==> src/rtl/vs_ram_burst_reader.sv <==
// ============================================================================
// Module   : vs_ram_burst_reader
// Purpose  : Walks a contiguous RAM address range and streams the returned
//            words out as valid/ready/last, behind a 2-entry skid buffer.
// Options  : VS_RAM_READER_ABORT_EN adds abort input and aborted pulse output.
// Revision : 1.0 - initial release
// ============================================================================
`default_nettype none

module vs_ram_burst_reader #(
    parameter int DATA_WIDTH = 8,
    parameter int ADDR_WIDTH = 16
) (
    input  logic                  clock,
    input  logic                  reset,
    input  logic                  start,
    input  logic [ADDR_WIDTH-1:0] base_addr,
    input  logic [ADDR_WIDTH:0]   length,
    output logic                  busy,
    output logic                  done,
    output logic [ADDR_WIDTH-1:0] ram_read_addr,
    input  logic [DATA_WIDTH-1:0] ram_out_data,
    output logic                  out_valid,
    input  logic                  out_ready,
    output logic [DATA_WIDTH-1:0] out_data,
    output logic                  out_last
`ifdef VS_RAM_READER_ABORT_EN
    ,
    input  logic                  abort,
    output logic                  aborted
`endif
);

    typedef enum logic [0:0] {
        ST_IDLE = 1'b0,
        ST_RUN  = 1'b1
    } state_t;

    localparam logic [ADDR_WIDTH:0] c_one     = {{ADDR_WIDTH{1'b0}}, 1'b1};
    localparam logic [ADDR_WIDTH:0] c_max_len = {1'b1, {ADDR_WIDTH{1'b0}}};

    state_t                  r_state;
    state_t                  w_state_next;
    logic [ADDR_WIDTH-1:0]   r_addr;
    logic [ADDR_WIDTH:0]     r_remaining;
    logic                    r_inflight;
    logic                    r_inflight_last;
    logic [DATA_WIDTH-1:0]   r_buf_data [2];
    logic                    r_buf_last [2];
    logic                    r_rd_ptr;
    logic                    r_wr_ptr;
    logic [1:0]              r_count;
    logic                    r_done;
    logic                    r_aborted;
    logic                    w_pop;
    logic                    w_issue;
    logic                    w_finish;
    logic                    w_abort;
    logic                    w_room;
    logic [ADDR_WIDTH:0]     w_len_clamped;

`ifdef VS_RAM_READER_ABORT_EN
    assign w_abort = abort && (r_state == ST_RUN);
    assign aborted = r_aborted;
`else
    assign w_abort = 1'b0;
`endif

    assign out_valid     = (r_count != 2'd0);
    assign out_data      = r_buf_data[r_rd_ptr];
    assign out_last      = out_valid && r_buf_last[r_rd_ptr];
    assign busy          = (r_state == ST_RUN);
    assign done          = r_done;
    assign ram_read_addr = r_addr;
    assign w_pop         = out_valid && out_ready;
    assign w_len_clamped = length[ADDR_WIDTH] ? c_max_len : length;

    // Count the in-flight word as already occupying a slot so it can never overflow.
    assign w_room = ({1'b0, r_count} + {2'b00, r_inflight}) < (3'd2 + {2'b00, w_pop});

    always_ff @(posedge clock) begin
        if (reset) begin
            r_state <= ST_IDLE;
        end else begin
            r_state <= w_state_next;
        end
    end

    always_comb begin
        w_state_next = r_state;
        w_issue      = 1'b0;
        w_finish     = 1'b0;
        case (r_state)
            ST_IDLE: begin
                if (start && (length != '0)) begin
                    w_state_next = ST_RUN;
                end
            end
            ST_RUN: begin
                if (w_abort) begin
                    w_state_next = ST_IDLE;
                end else begin
                    w_issue = (r_remaining != '0) && w_room;
                    if (w_pop && out_last) begin
                        w_state_next = ST_IDLE;
                        w_finish     = 1'b1;
                    end
                end
            end
            default: w_state_next = ST_IDLE;
        endcase
    end

    always_ff @(posedge clock) begin
        if (reset) begin
            r_addr          <= '0;
            r_remaining     <= '0;
            r_inflight      <= 1'b0;
            r_inflight_last <= 1'b0;
            r_buf_data      <= '{default: '0};
            r_buf_last      <= '{default: 1'b0};
            r_rd_ptr        <= 1'b0;
            r_wr_ptr        <= 1'b0;
            r_count         <= 2'd0;
            r_done          <= 1'b0;
            r_aborted       <= 1'b0;
        end else begin
            r_done    <= w_finish;
            r_aborted <= 1'b0;
            if ((r_state == ST_IDLE) && start) begin
                if (length == '0) begin
                    r_done <= 1'b1;
                end else begin
                    r_addr      <= base_addr;
                    r_remaining <= w_len_clamped;
                end
            end
            if (w_abort) begin
                r_inflight      <= 1'b0;
                r_inflight_last <= 1'b0;
                r_remaining     <= '0;
                r_count         <= 2'd0;
                r_rd_ptr        <= 1'b0;
                r_wr_ptr        <= 1'b0;
                r_aborted       <= 1'b1;
            end else begin
                r_inflight      <= w_issue;
                r_inflight_last <= w_issue && (r_remaining == c_one);
                if (w_issue) begin
                    r_addr      <= r_addr + 1'b1;
                    r_remaining <= r_remaining - c_one;
                end
                // The RAM output register holds the word addressed one edge earlier.
                if (r_inflight) begin
                    r_buf_data[r_wr_ptr] <= ram_out_data;
                    r_buf_last[r_wr_ptr] <= r_inflight_last;
                    r_wr_ptr             <= ~r_wr_ptr;
                end
                if (w_pop) begin
                    r_rd_ptr <= ~r_rd_ptr;
                end
                r_count <= r_count + {1'b0, r_inflight} - {1'b0, w_pop};
            end
        end
    end

endmodule

`default_nettype wire

==> config.mk <==
export PLATFORM = sky130hd
export DESIGN_NAME = vs_ram_burst_reader
export DESIGN_NICKNAME = d
export VERILOG_FILES = /design/src/rtl/vs_ram_burst_reader.sv
export SDC_FILE = /design/constraint.sdc
export NUM_CORES = 1
export LEC_CHECK = 0
export BUFFER_PORTS_ARGS = -buffer_cell sky130_fd_sc_hd__buf_2
export CAP_MARGIN = 20
export CORE_MARGIN = 2
export CORE_UTILIZATION = 40
export CTS_CLUSTER_SIZE = 12
export DETAILED_ROUTE_END_ITERATION = 8
export GPL_ROUTABILITY_DRIVEN = 0
export PLACE_DENSITY = 0.65
export SKIP_CTS_REPAIR_TIMING = 1
export SYNTH_ARGS = -nofsm -noshare
export SYNTH_HDL_FRONTEND = slang
export SYNTH_SLANG_ARGS = --single-unit
==> constraint.sdc <==
create_clock -name clock -period 2.3 [get_ports clock]
set_input_delay 0.345 -clock clock [delete_from_list [all_inputs] [get_ports clock]]
set_output_delay 0.345 -clock clock [all_outputs]
set_load 0.02 [all_outputs]
; ---- Word-level counts from Yosys, hierarchy flattened
; Cells that the tools add are included.
[word_totals]
out_inout_bits = 28
wordCells = 71
regBits = 59
in_bits = 45
[op_classes]
eq_ne = 2
reduce_logical = 14
addsub = 6
bitwise_logic = 5
mux = 27
magnitude_cmp = 4
[ops]
columns = operator, n
row1 = 2-to-1 mux 17 bit, 4
row2 = 2-to-1 mux 16 bit, 3
row3 = nonzero test 17 bit, 2
row4 = 2-to-1 mux 8 bit, 4
row5 = "== test 17 x 1 -> 1 bit, second input constant", 1
row6 = zero test 17 bit, 1
row7 = "subtractor 17 x 1 -> 17 bit, second input constant", 1
row8 = "adder 16 x 1 -> 16 bit, second input constant", 1
row9 = bitwise mux 16 bit, 1
row10 = 2-to-1 mux 1 bit, 11
row11 = demux 8 bit (select 1 bit), 1
row12 = logical AND 1 bit, 8
row13 = ">= comparator 2 bit, second input constant", 2
row14 = inverter 1 -> 2 bit, 2
row15 = nonzero test 2 bit, 2
row16 = adder 2 x 1 -> 3 bit, 1
row17 = "adder 2 x 1 -> 3 bit, first input constant", 1
row18 = < comparator 3 bit, 1
row19 = inverter 1 bit, 3
row20 = adder 2 x 1 -> 2 bit, 1
row21 = bitwise mux 2 bit, 1
row22 = "< comparator 2 x 1 -> 1 bit, second input constant", 1
row23 = "inequality test 2 bit, second input constant", 1
row24 = one-hot mux 1 bit (2 select lines), 1
row25 = other kinds (3), 3

; ---- Logic depth before layout (Yosys ltp)
; Gate-level depths: netlist of the first run.
[logic_depth]
word_depth = 10
depth_mapped = 9
depth_no_buf = 8

; ---- Worst setup path after synthesis of the first run
; OpenSTA, ideal clock, no wires.
[synth_timing]
path_kind = flip-flop to flip-flop
startpoint = register r_remaining[0]
endpoint = register r_addr[15] (netlist: ram_read_addr[15])
slack_ns = 0.059
period_less_slack_ns = 2.241
t_required_ns = 2.178
t_arrival_ns = 2.119
n_path_buf = 2
stages_incl_launch_ff = 10
path_cell_list = dfxtp_1 inv_1 ha_1 or4b_2 nor4_4 or3_4 buf_6 buf_6 a21oi_1 a311o_1
[synth_via]
elab_chain_len = 5
word_cells_on_any_way = 7
[synth_lines]
columns = item, line
row1 = "start, declared", 45  ; logic [ADDR_WIDTH:0] r_remaining;
row2 = "start signal, assigned", 135  ; r_remaining <= w_len_clamped;
row3 = "start signal, assigned", 151  ; r_remaining <= r_remaining - c_one;
row4 = nonzero test 17 bit (*), 103  ; w_issue = (r_remaining != '0) && w_room;
row5 = logical AND 1 bit (*), 103
row6 = 2-to-1 mux 1 bit (*), 93  ; case (r_state)
row7 = inequality test 2 bit (no line) or nonzero test 2 bit (tied branches), -
row8 = AND reduction 2 bit (no line), -
row9 = "end signal, assigned", 134  ; r_addr <= base_addr;
row10 = "end signal, assigned", 150  ; r_addr <= r_addr + 1'b1;
row11 = "end, declared", 44  ; logic [ADDR_WIDTH-1:0] r_addr;
; Mark *: on every way between the ends. The rest lies on a longest branch, timed or not.
; A chain may end at the register's enable or synchronous reset.

; ---- Worst setup path in the final report of the first run
[layout_timing]
startpoint = register r_remaining[1]
endpoint = register r_remaining[0]
[layout_via]
elab_chain_len = 5
word_cells_on_any_way = 7
[layout_lines]
columns = item, line
row1 = nonzero test 17 bit (*), 103
row2 = logical AND 1 bit (*), 103
row3 = 2-to-1 mux 1 bit (*), 93
row4 = inequality test 2 bit (no line) or nonzero test 2 bit (tied branches), -
row5 = AND reduction 2 bit (no line), -
; Marks and branches as above.

==> metrics.md, run 1 <==
| Metric | Value |
|---|---|
| Setup CP Type | `register to register` |
| Register area | `~1200 sq um` |
| Post-synth top flop | `dfxtp_1` |
| Hold wc startpoint | `base_addr[14]` |
| Post-DR vias/cell | `around 5.8` |
| Worst skew pair latency | `approximately 0.35 ns` |
| Switching power | `between 1 and 1.5 mW` |
| Worst hold stages | `3` |
| CTS sink cnt | `slightly below 60` |
| Synth Register Bits | `between 50 and 60` |
| Core ar. | `7770 sq um` |
| Reg2reg start | `r_remaining[1]` |
| Clock Skew | `around 0.0090 ns` |
| Number of H-tree levels | `3` |
| Site Rows | `32` |
| Vias post-DR | `around 3400` |
| Ports | `73` |
| Total of max-cap violations | `0` |
| CTS max path bufs | `2` |
| Worst-path clk slew | `about 0.070 ns` |
| WL/cell | `about 16 um` |
| Final ANT Viol Nets | `0` |
| Largest net degree at the start of global routing | `28` |
| Multi-input logic area | `roughly 1900 sq um` |
| Initial DRC count | `262` |
| Overall power | `3.32 mW` |
| EDFF count, synth | `0` |
| Hold Fails Final Rpt | `0` |
| Detailed Route WL | `approximately 9700 um` |
| Total Nets Final | `541` |
| Die ar. | `between 8000 and 9000 sq um` |
| Worst r2r path cells | `8` |
| CTS tree | `built` |
| # fillers | `around 770` |
| R2R Setup Slk | `between 0.03 and 0.04 ns` |
| Total global routing track utilization | `between 20% and 30%` |
| Port Buffers | `a little over 70` |
| Min cycle time layout | `around 2.3 ns` |
| Most frequent cells in the layout | `buf_2, nand2_1, dfxtp_1` |
| Chip height | `94.0 um` |
| Logic pwr share | `between 30% and 40%` |
| Seq pwr share | `between 30% and 40%` |
| Final worst path period share | `between 90% and 100%` |
| Num CTS Buffers | `9` |
| Initial Util | `a little over two fifths` |
| Finished Cell Area | `4110 sq um` |
| Commonest non-fill, non-tap cell in the layout | `buf_2` |
| Hpwl dp | `6520 um` |
| Syn Area/Cell | `about 8.1 sq um` |
| Sequential share of the synthesized area | `between 30% and 40%` |
| Leakage power | `between 1.5 and 2 nW` |
| Sw Ratio | `around 36%` |
| Layout cell share with drive strength beyond 1 | `a little under 30%` |
| Area after DPL | `around 3800 sq um` |
| Clock share of power | `between 20 and 30%` |
| Final setup vio count | `0` |
| Hold Path Class | `primary input to register` |
| Internal power | `about 2.1 mW` |
| Critical Path Source Type | `register` |
| Worst VDD drop | `roughly 0.46 mV` |
| Antenna diodes | `0` |
| Power density over the cells | `809 nW/um^2` |
| Max Freq | `approximately 0.44 GHz` |
| First-pass GRT wire length | `14700 um` |
| Critical Path RT | `about 2.6 ns` |
| Critical Path Sink Type | `register` |
| Syn nets | `451` |
| Status | `complete, no violations` |
| Asr flop ratio synth | `0%` |
| Number of global-route vias before repair | `approximately 3000` |
| Hold EP | `ram_read_addr[14]` |
| Overflow after GRT | `0` |
| Detailed-route DRC error count | `0` |
| Area delta synth->final | `26.9%` |
| Worst slew margin | `54.7%` |
| DR pass1 iterations | `5` |
| Yosys Warn Count | `0` |
| CP Max Fanout | `6` |
| Post-Syn Area | `around 3200 sq um` |
| Initial antenna violation count | `0` |
| Min Hold Slack | `around 0.23 ns` |
| Fin. max-slew vios | `0` |
| CP arrival | `2.53 ns` |
| Die X | `94.0 um` |
| R2R Path End | `r_remaining[0]` |
| Root Driver | `clkbuf_8` |
| Least-Margin Pin Slew | `~0.67 ns` |
| Post-Synthesis Cells | `399` |
| Yosys cell types | `a little under 60` |
[synth_stat cells (8+ instances only)]
library cell,number,area (sq um)
and3_1,8,50.1
mux2_2,8,90.1
o21ai_0,8,40.0
nand2b_1,9,56.3
nand3_1,28,140
a31oi_1,10,62.6
clkbuf_1,17,63.8
a21oi_1,31,155
inv_1,13,48.8
dfxtp_1,59,1180
nand4_1,8,50.1
nor4_1,9,56.3
or3_1,8,50.1
or4_1,10,75.1
nand2_1,58,218
nor2_1,16,60.1
[registers in the layout (all words and copies together), names as in the netlist]
name / cells
done: 1
r_wr_ptr: 1
busy: 1
ram_read_addr: 16
r_buf_last: 2
r_remaining: 17
r_inflight_last: 1
r_inflight: 1
r_count: 2
r_rd_ptr: 1
r_buf_data: 16
[cells by family after synthesis]
kind of cell    share of synthesized area [%]
simple gates                             30.0
compound gates                           20.2
flops                                    36.5
buf+inv                                  6.11
mux                                      3.40
fa+ha+maj                                2.71
xor+xnor                                 1.08
[layout make-up]
class	count	share of cell area, %
well taps	102	3.11
multi-input cells	300	46.6
clock inverters	7	1.86
clock buffers	9	3.02
repair buffers	106	15.4
inverters	13	1.19
flip-flops and latches	59	28.8
[layer usage]
metal	GRT usage, %	routed length [um]
met3	5.06	675
met5	0	0
met4	5.07	119
met2	34.5	4480
met1	27.6	4400
[how the worst max path moves through the flow]
stage / from / endpoint / slack [ns] / depth (start not counted)
2_1_floorplan: r_remaining[0] / ram_read_addr[15] / 0.06 / 9
3_3_place_gp: r_inflight / r_remaining[5] / 0.01 / 7
3_5_place_dp: r_inflight / r_remaining[14] / -0.02 / 6
4_1_cts: r_inflight / r_remaining[15] / -0.06 / 6
5_1_grt: r_remaining[1] / r_remaining[0] / -0.01 / 8
6_report: r_remaining[1] / r_remaining[0] / 0.04 / 8
[power by group through the flow]
stage,logic (mW),clock network [mW],registers [mW]
after floorplan,0.660,0,1.26
after global routing,1.19,1.03,1.26
final,1.10,0.971,1.25
after detailed placement,0.993,0,1.26
after global placement,0.972,0,1.26
after CTS,0.997,0.989,1.24
[stage by stage]
stage	utilization (%)	TNS, ns	worst slack [ns]	std cells
floorplan	-	0	0.0586	399
global placement	49.0	0	0.0148	573
detailed placement	49.0	-0.0535	-0.0224	573
CTS	51.5	-0.211	-0.0623	589
global route	52.9	-0.00990	-0.00990	596
finish	52.9	0	0.0388	596
[worst max-delay path, cell delays in order (launching register included)]
cell     delay (ns)
dfxtp_2        0.33
inv_2          0.08
ha_4           0.14
or4b_4         0.47
nor4_4         0.39
nor3_4         0.14
buf_6          0.16
a221o_1        0.34
a31oi_1        0.14
Note: power is estimated with default switching activity, not from simulation.
==> run 2, diff against run 1 <==
- CORE_UTILIZATION: 40 -> 49
- PLACE_DENSITY: 0.65 -> 0.77
==> run 2 against run 1 <==
Effect of this change:
- cell area down 0.27%
- clock-buffer cell count unchanged
- non-clock buffer count stayed put
- register-to-register slack is essentially flat
- critical path type unchanged
- hold slack improved by 0.0077 ns
- clock power decreased by 4.4%
- largest power group unchanged
- global-route usage increased by 4.4 points
==> metrics.md, run 2 (same netlist as run 1, synthesis figures left out) <==
| Metric | Value |
|---|---|
| Chip height | `85.3 um (-9.2%)` |
| CTS tree | `built` |
| Worst VDD drop | `0.498 mV (+8.8%)` |
| First-pass GRT wire length | `14900 um (+1.5%)` |
| Final setup vio count | `0 (unchanged)` |
| Critical Path RT | `2.53 ns (-0.04 ns)` |
| Layout cell share with drive strength beyond 1 | `30.0% (+0.49 points)` |
| Leakage power | `1.68 nW (+0.41%)` |
| Vias post-DR | `3458 (+0.29%)` |
| Num CTS Buffers | `9 (unchanged)` |
| Worst r2r path cells | `9 (+1)` |
| Overall power | `3.30 mW (-0.59%)` |
| Most frequent cells in the layout | `buf_2, nand2_1, dfxtp_1` |
| Ports | `73 (unchanged)` |
| Final ANT Viol Nets | `0 (unchanged)` |
| Overflow after GRT | `0 (unchanged)` |
| Total Nets Final | `543 (+0.37%)` |
| CP Max Fanout | `5 (-1)` |
| Min Hold Slack | `0.237 ns (+0.00772 ns)` |
| Hold Path Class | `primary input to register` |
| Largest net degree at the start of global routing | `34 (+21%)` |
| Min cycle time layout | `2.25 ns (-0.00688 ns)` |
| Fin. max-slew vios | `0 (unchanged)` |
| Initial antenna violation count | `0 (unchanged)` |
| Antenna diodes | `0 (unchanged)` |
| Max Freq | `0.444 GHz (+0.31%)` |
| DR pass1 iterations | `5 (unchanged)` |
| Largest Register | `r_remaining` |
| Site Rows | `29 (-9.4%)` |
| Setup CP Type | `register to register` |
| Hpwl dp | `6260 um (-3.9%)` |
| Port Buffers | `72 (unchanged)` |
| Max FFs per register | `17 (unchanged)` |
| Critical Path Sink Type | `register` |
| Initial Util | `50.7% (+9.0 points)` |
| Detailed-route DRC error count | `0 (unchanged)` |
| Least-Margin Pin Slew | `0.835 ns (+0.161 ns)` |
| Total global routing track utilization | `25.3% (+4.4 points)` |
| CTS sink cnt | `59 (unchanged)` |
| Critical Path Source Type | `register` |
| Total of max-cap violations | `0 (unchanged)` |
| CTS max path bufs | `2 (unchanged)` |
| CP arrival | `2.48 ns (-0.05 ns)` |
| Detailed Route WL | `9520 um (-1.6%)` |
| Final worst path period share | `98.0% (-0.30 points)` |
| Die ar. | `7270 sq um (-18%)` |
| Dpl cells | `545 (-4.9%)` |
| Post-DR vias/cell | `6.03 (+4.3%)` |
| Clock Skew | `0.00745 ns (-0.00159 ns)` |
| Number of H-tree levels | `3 (unchanged)` |
| Status | `complete, no violations` |
| Initial DRC count | `164 (-37%)` |
| Area delta synth->final | `26.5%` |
| Crit-path most repeated cell | `buf_4` |
| Slowest library cell on the worst path | `or4_4` |
| Number of global-route vias before repair | `3177 (+4.4%)` |
| Non-filler cells, final | `573 (-3.9%)` |
| Hold Fails Final Rpt | `0 (unchanged)` |
| Crit-path cells | `inv_1, ha_2, or4b_4, nor4_4, buf_4, buf_4, or3_4, or4_4, a41o_1` |
| Power density over the cells | `806 nW/um^2 (-0.32%)` |
| Die X | `85.3 um (-9.2%)` |
| WL/cell | `16.6 um (+2.4%)` |
| Slowest cell delay on critical path | `0.42 ns (-0.05 ns)` |
| Worst skew pair latency | `0.34 ns (about the same)` |
| Worst hold stages | `3 (unchanged)` |
| Root Driver | `clkbuf_8` |
| Core ar. | `6390 sq um (-18%)` |
| Worst slew margin | `43.8% (-11 points)` |
| Commonest non-fill, non-tap cell in the layout | `buf_2` |
| Worst-path clk slew | `0.07 ns (about the same)` |
-- run 2: area by class of cell --
class	instances	area (sq um)
fillers	579	2290
multi-input cells	302	1940
flip-flops and latches	59	1180
repair buffers	106	633
clock buffers	9	124
well taps	77	96.3
clock inverters	7	68.8
inverters	13	48.8
-- run 2: metal layers --
metal | vias to the layer above | GRT usage (%) | share of wire (%)
li1 | 1688 | - | -
met1 | 1593 | 33.6 | 43
met2 | 160 | 40.8 | 47
met3 | 17 | 4.09 | 7.7
met4 | 0 | 10.7 | 2.4
met5 | - | 0 | 0
-- run 2: worst paths after layout --
kind | start | endpoint | slack (ns)
worst min register to register | r_buf_data[0] | r_buf_data[0] | 0.46
worst min-delay path | base_addr[14] | ram_read_addr[14] | 0.24
worst max-delay path | r_remaining[0] | r_remaining[3] | 0.05
worst max register to register | r_remaining[0] | r_remaining[3] | 0.05
-- run 2: critical path: cells and delay by family (launching register included) --
kind	cells	cell delay, ns
adder cells (fa/ha/maj)	1	0.18
AND/OR/NAND/NOR	4	1.04
AO/OA/AOI/OAI	1	0.24
flip-flops	1	0.33
buffers and inverters	3	0.36
-- run 2: power by group --
group,internal [mW],switching (mW)
combinational,0.511,0.610
sequential,1.13,0.125
clock,0.495,0.432
-- run 2: stage by stage --
stage / setup TNS (ns) / worst slack (ns) / util, % / area [sq um]
global placement: 0 / 0.0474 / 58.5 / 3740
CTS: -0.0779 / -0.0479 / 61.5 / 3930
floorplan: 0 / 0.0586 / - / 3240
global route: -0.0602 / -0.0273 / 64.1 / 4100
detailed placement: -0.0127 / -0.0127 / 58.5 / 3740
finish: 0 / 0.0456 / 64.1 / 4100
